===== src/rtl/qmax_update_unit.sv =====
// qmax_update_unit
//   Read-modify-write front end for the qmax table. Each accepted (state, q)
//   sample reads the stored qmax. The new q is written back only if it is
//   strictly greater (signed). Same-state hazards are resolved by forwarding
//   from the write on the outputs this cycle and the write of the previous
//   cycle. A clear request drains the pipeline, then sweeps INIT_VAL over
//   every entry, one entry per cycle.
//
//   Optional feature macro: QMAX_UPD_STATS_EN enables the saturating
//   statistics counters. When it is undefined, both counters read as 0.
//
// Ports
//   i_clk, i_rst_n        clock (rising edge), asynchronous active-low reset
//   i_valid/o_ready       sample handshake; i_state, i_q carry the sample
//   i_clear               one-cycle pulse requesting a full table clear
//   o_qmax_read_en/addr_r table read port (data returns next cycle)
//   i_qmax_data           table read data
//   o_qmax_write_en/addr_w/wdata  table write port (registered)
//   o_busy                pipeline non-empty or clear in progress
//   o_upd_cnt, o_wr_cnt   accepted samples / improving writes (stats)
module qmax_update_unit #(
  parameter int unsigned ADDR_WIDTH = 6,
  parameter int unsigned DATA_WIDTH = 32,
  parameter int unsigned DEPTH      = 64,
  parameter logic signed [DATA_WIDTH-1:0] INIT_VAL = '0
) (
  input  logic                  i_clk,
  input  logic                  i_rst_n,
  input  logic                  i_valid,
  output logic                  o_ready,
  input  logic [ADDR_WIDTH-1:0] i_state,
  input  logic [DATA_WIDTH-1:0] i_q,
  input  logic                  i_clear,
  output logic                  o_qmax_read_en,
  output logic [ADDR_WIDTH-1:0] o_qmax_addr_r,
  input  logic [DATA_WIDTH-1:0] i_qmax_data,
  output logic                  o_qmax_write_en,
  output logic [ADDR_WIDTH-1:0] o_qmax_addr_w,
  output logic [DATA_WIDTH-1:0] o_qmax_wdata,
  output logic                  o_busy,
  output logic [15:0]           o_upd_cnt,
  output logic [15:0]           o_wr_cnt
);

  typedef enum logic [1:0] {RUN, DRAIN, CLEAR} fsm_t;

  localparam logic [ADDR_WIDTH-1:0] LAST_ADDR = ADDR_WIDTH'(DEPTH - 1);

  fsm_t                  fsm;
  logic                  accept;
  logic                  b_valid;
  logic [ADDR_WIDTH-1:0] b_state;
  logic [DATA_WIDTH-1:0] b_q;
  logic                  c_valid;
  logic                  lw_valid;
  logic [ADDR_WIDTH-1:0] lw_addr;
  logic [DATA_WIDTH-1:0] lw_data;
  logic [ADDR_WIDTH-1:0] sweep;
  logic [DATA_WIDTH-1:0] old_val;
  logic                  improve;

  assign o_ready        = (fsm == RUN) && !i_clear;
  assign accept         = i_valid && o_ready;
  assign o_qmax_read_en = accept;
  assign o_qmax_addr_r  = accept ? i_state : '0;
  assign o_busy         = b_valid || c_valid || (fsm != RUN);

  // The table read returns contents from before the edge. The write now on
  // the outputs and the write from the previous cycle are not yet visible in
  // i_qmax_data, so forward them. The newer write has priority.
  always_comb begin
    old_val = i_qmax_data;
    if (o_qmax_write_en && (o_qmax_addr_w == b_state))
      old_val = o_qmax_wdata;
    else if (lw_valid && (lw_addr == b_state))
      old_val = lw_data;
    improve = b_valid && ($signed(b_q) > $signed(old_val));
  end

  always_ff @(posedge i_clk or negedge i_rst_n) begin
    if (!i_rst_n) begin
      fsm             <= RUN;
      b_valid         <= 1'b0;
      b_state         <= '0;
      b_q             <= '0;
      c_valid         <= 1'b0;
      lw_valid        <= 1'b0;
      lw_addr         <= '0;
      lw_data         <= '0;
      sweep           <= '0;
      o_qmax_write_en <= 1'b0;
      o_qmax_addr_w   <= '0;
      o_qmax_wdata    <= '0;
    end else begin
      b_valid  <= accept;
      if (accept) begin
        b_state <= i_state;
        b_q     <= i_q;
      end
      c_valid  <= b_valid;
      lw_valid <= o_qmax_write_en;
      lw_addr  <= o_qmax_addr_w;
      lw_data  <= o_qmax_wdata;

      o_qmax_write_en <= 1'b0;
      if (improve) begin
        o_qmax_write_en <= 1'b1;
        o_qmax_addr_w   <= b_state;
        o_qmax_wdata    <= b_q;
      end

      case (fsm)
        RUN: begin
          if (i_clear) fsm <= DRAIN;
        end
        DRAIN: begin
          if (!b_valid && !c_valid) begin
            fsm      <= CLEAR;
            sweep    <= '0;
            lw_valid <= 1'b0;
          end
        end
        CLEAR: begin
          o_qmax_write_en <= 1'b1;
          o_qmax_addr_w   <= sweep;
          o_qmax_wdata    <= INIT_VAL;
          if (sweep == LAST_ADDR) fsm <= RUN;
          else sweep <= sweep + ADDR_WIDTH'(1);
        end
        default: fsm <= RUN;
      endcase
    end
  end

`ifdef QMAX_UPD_STATS_EN
  logic [15:0] upd_cnt;
  logic [15:0] wr_cnt;

  // c_valid separates sample writes from clear-sweep writes, which are not counted.
  always_ff @(posedge i_clk or negedge i_rst_n) begin
    if (!i_rst_n) begin
      upd_cnt <= '0;
      wr_cnt  <= '0;
    end else begin
      if (accept && (upd_cnt != '1)) upd_cnt <= upd_cnt + 16'd1;
      if (o_qmax_write_en && c_valid && (wr_cnt != '1)) wr_cnt <= wr_cnt + 16'd1;
    end
  end

  assign o_upd_cnt = upd_cnt;
  assign o_wr_cnt  = wr_cnt;
`else
  assign o_upd_cnt = '0;
  assign o_wr_cnt  = '0;
`endif

endmodule


===== config.mk =====
export PLATFORM = sky130hd
export DESIGN_NAME = qmax_update_unit
export DESIGN_NICKNAME = d
export VERILOG_FILES = /design/src/rtl/qmax_update_unit.sv
export SDC_FILE = /design/constraint.sdc
export NUM_CORES = 1
export LEC_CHECK = 0
export ABC_AREA = 1
export CAP_MARGIN = 30
export CORE_MARGIN = 2
export CORE_UTILIZATION = 40
export CTS_BUF_LIST = sky130_fd_sc_hd__clkbuf_2
export DETAILED_ROUTE_END_ITERATION = 7
export GPL_TIMING_DRIVEN = 0
export MAX_ROUTING_LAYER = met4
export PLACE_DENSITY = 0.69
export SLEW_MARGIN = 0
export SYNTH_ARGS = -nofsm -noshare
export SYNTH_HDL_FRONTEND = slang
export SYNTH_SLANG_ARGS = --single-unit
export TNS_END_PERCENT = 100

===== constraint.sdc =====
create_clock -name i_clk -period 2.9 [get_ports i_clk]
set_input_delay 0.29 -clock i_clk [delete_from_list [all_inputs] [get_ports i_clk]]
set_output_delay 0.29 -clock i_clk [all_outputs]
set_load 0.005 [all_outputs]

==> results by group <==
GRT
  – Largest net degree at the start of global routing: 79
  – Initial antenna violation count: 0
  – Overall Global Routing Usage: 22.0%
  – Via count of the first global-routing pass: 5600
  – First-pass GRT wire length: 27800 um
  – Overflow left after global routing: 0

Pwr
  – Power per cell area: 340 mW/mm^2
  – Flop pwr share: 58.5%
  – Psw: 761 uW
  – Peak VDD IR: 175 uV
  – Clock group share of total power: 31.5%
  – Combinational fraction of design power: 10.0%
  – Sw frac: approximately a quarter
  – Int Pwr: approximately 2200 uW
  – Leakage: between 0.004 and 0.005 uW

Die
  – Die width: approximately 130 um
  – Die H: 131 um
  – Initial core utilization: 40.7%
  – Rows: 46
  – IO Pins: between 150 and 200
  – CORE AREA: 0.0158 sq mm
  – Die ar.: between 0.015 and 0.02 sq mm

STA
  – Setup ws final: -0.457 ns
  – RSZ-0062 raised after global routing: true
  – Slew @ Worst Pin: 0.660 ns
  – Setup Viol. Count Final: 39
  – Setup Skew: 0.0344 ns
  – Final Cycle Share: 116%
  – Max-slew violation count: 0
  – Slew HR: 56.0%
  – Hold Vio Cnt, Final: 0
  – Fin crit period: 3.36 ns
  – Fmax: around 0.3 GHz

Setup path
  – Worst endpoint required time: 3.49 ns
  – R2R setup slack: -0.46 ns
  – Worst EP arrival: 3.95 ns
  – CP startpoint kind: register
  – Worst r2r dst: o_qmax_wdata[23]
  – Nature of the critical path endpoint: register
  – Reg2reg start: b_state[5]
  – Crit-path max FO: 10
  – Path type of the worst setup path: reg2reg
  – Register-to-Register Path Depth: 23

Finish
  – Diodes inserted: 0
  – Storage element area: 0.00316 sq mm
  – Fin nets: about 1.1k
  – Final core utilization: ~56%
  – Final Cell Area: just under 0.009 sq mm
  – Fraction of layout cells with a size suffix above 1: around 16%
  – Area of the multi-input gates: 0.00292 sq mm
  – Synthesis-to-finish area growth: 37.7%
  – Fillers: around 1.5k

Logic synthesis
  – Count of state elements after synthesis: 126
  – Synth warn: 0
  – Netlist cell types: 30
  – Syn avg cell area: around 8 sq um
  – Cell count after synthesis: 790
  – Sequential area share after synthesis: 49.1%
  – Area of the mapped netlist: 0.00642 sq mm

Clock network
  – Clock Path Buffers: 2
  – Num CTS Buffers: 17
  – CTS tree: yes
  – Worst-Skew Late Latency: about 0.71 ns
  – H-tree depth: 4
  – Clk root buf: clkbuf_2
  – Clock sinks: 126
  – Clock transition at the registers of the reported paths: 0.19 ns

Route
  – # DRC: 0
  – Drt wl/cell: 14.7 um
  – Avg Vias per Cell: ~4.8
  – First DRT Iteration DRCs: approximately 380
  – Final ANT Viol Nets: 0
  – Vias: between 5k and 6k
  – Post-Route WL: approximately 18000 um
  – Pre-Repair DR Iteration Count: 5

Flow run
  – Number of max-cap violations: 0

Hold path
  – Hold Path Class: in2async

Placement
  – Detailed Place HPWL: 12300 um
  – GPL Wtd Cong: roughly 0.83
  – Port Buf Inserts: 121
  – Area after DPL: 0.00808 sq mm

Status
  – Status: finished with violations
  – Failing checks: setup timing
[per-layer routing]
layer / up-vias / wire (um) / GRT usage, %
met3: 28 / 1050 / 4.89
met1: 2777 / 7820 / 27.3
met4: 0 / 289 / 7.57
met5: - / 0 / -
met2: 168 / 8730 / 35.9
li1: 2878 / - / -
[how the worst max path moves through the flow]
stage / cells past startpoint / startpoint / end / slack (ns)
2_1_floorplan: 19 / o_qmax_addr_w[2] / o_qmax_wdata[17] / -0.09
3_3_place_gp: 1 / i_rst_n / lw_data[9] / -3.45
3_5_place_dp: 20 / b_state[5] / o_qmax_wdata[23] / -0.87
4_1_cts: 21 / b_state[0] / o_qmax_wdata[23] / -0.55
5_1_grt: 21 / lw_addr[3] / o_qmax_wdata[10] / -0.70
6_report: 23 / b_state[5] / o_qmax_wdata[23] / -0.46
[placed cells by master, fill, tap and decap left out, types with 2 or more instances in the layout]
cell / synthesis / routed
inv_4: 0 / 2
nand3_1: 46 / 44
clkbuf_2: 0 / 23
dfrtp_1: 126 / 120
nand2_1: 169 / 158
nor2_1: 119 / 114
inv_2: 1 / 2
nor3_2: 0 / 3
o21ai_1: 32 / 42
nor2_4: 0 / 2
a2111oi_4: 0 / 2
o21bai_1: 3 / 3
a21oi_1: 20 / 16
o21ai_0: 79 / 63
buf_8: 0 / 8
clkdlybuf4s50_1: 0 / 120
nand3_2: 1 / 2
conb_1: 1 / 32
nand4_1: 2 / 2
clkinv_1: 0 / 2
xor2_1: 4 / 3
ha_1: 33 / 32
o22ai_1: 2 / 2
buf_6: 4 / 11
nand2_2: 1 / 11
o21ai_2: 0 / 6
clkbuf_16: 0 / 2
nor3_1: 7 / 4
inv_1: 65 / 61
clkinv_2: 0 / 5
nor2_2: 0 / 3
clkbuf_1: 21 / 12
buf_4: 33 / 57
a21oi_2: 0 / 4
buf_1: 3 / 2
o21a_1: 3 / 3
dfrtp_2: 0 / 6
[kinds of logic after synthesis]
| family | after synthesis | share of synthesized area [%] |
|---|---|---|
| buf+inv | 135 | 10.4 |
| other cells | 1 | 0.0584 |
| fa+ha+maj | 33 | 6.43 |
| compound gates | 143 | 11.6 |
| flops | 126 | 49.1 |
| simple gates | 348 | 21.8 |
| xor+xnor | 4 | 0.545 |
[state kept, by name, summed over array words and instances (netlist names)]
register / cells
b_q: 32
lw_data: 32
o_qmax_wdata: 32
b_state: 6
lw_addr: 6
o_qmax_addr_w: 6
sweep: 6
fsm: 2
b_valid: 1
c_valid: 1
lw_valid: 1
o_qmax_write_en: 1
[area by class of cell]
class                   count  share of cell area, %
well taps                 216                   3.06
clock buffers              23                   1.30
multi-input cells         561                   33.1
repair buffers            151                   17.2
inverters                  66                   2.91
plain buffers              66                   5.96
flip-flops and latches    126                   35.7
clock inverters             9                  0.792
[power groups by stage]
stage / Clock [uW] / Combinational (uW) / Sequential (uW)
2_1_floorplan: 0 / 118 / 1790
3_3_place_gp: 0 / 275 / 1790
3_5_place_dp: 0 / 282 / 1790
4_1_cts: 971 / 288 / 1760
5_1_grt: 1050 / 339 / 1760
6_report: 946 / 301 / 1760
[cell usage after synthesis]
cell type	instances	area [sq um]
nor3_1	7	35.0
inv_1	65	244
nand2_2	1	6.26
a21oi_1	20	100
o21ai_0	79	395
ha_1	33	413
buf_6	4	45.0
buf_4	33	248
nor2_1	119	447
buf_2	8	40.0
dfrtp_1	126	3150
nand2_1	169	634
o22ai_1	2	12.5
o21bai_1	3	22.5
clkbuf_1	21	78.8
buf_1	3	11.3
nor3b_2	1	12.5
a2111oi_0	2	17.5
xor2_1	4	35.0
or2_0	1	6.26
o21a_1	3	22.5
nand3_2	1	10.0
conb_1	1	3.75
nand4_1	2	12.5
a22o_1	1	8.76
o21ai_1	32	160
nand3_1	46	230
inv_2	1	3.75
a21o_1	1	7.51
or2_2	1	6.26
[critical path, stage by stage, from the launching register on]
cell and delay [ns]:
dfrtp_1 0.40, inv_4 0.06, a22o_1 0.19, nor3_2 0.21, nand2_2 0.18, clkinv_4 0.15, buf_8 0.14, nor2_1 0.04
o21ai_0 0.20, o21ai_2 0.10, ha_1 0.30, nand2_2 0.08, o21ai_0 0.27, a21oi_2 0.07, nand2_1 0.08, nand2_1 0.08
nand2_1 0.09, nand2_2 0.06, nand3_4 0.10, nand2_4 0.07, buf_6 0.13, buf_8 0.13, nand2_1 0.06, nand2_1 0.06
[what timing repair did]
action                                  in CTS  in global routing
endpoints found under the hold margin      126                  0
gates cloned                                 3                  3
pin swaps                                   15                 14
endpoints found under the setup margin      40                 44
resized for setup                           36                 93
hold buffers                                 1                  0
buffers inserted                            13                 10
[metrics by stage]
stage	hold WS [ns]	cells	power (uW)	setup WS [ns]	setup TNS [ns]
after global placement	0.408	1158	2070	-3.45	-462.72
after floorplan	-0.00559	821	1910	-0.0938	-1.52
after CTS	0.0249	1207	3020	-0.546	-19.19
after global routing	0.0241	1218	3150	-0.700	-25.96
after detailed placement	0.264	1159	2070	-0.867	-30.85
final	0.0600	1218	3010	-0.457	-16.04
(Power assumes the default switching activity.)
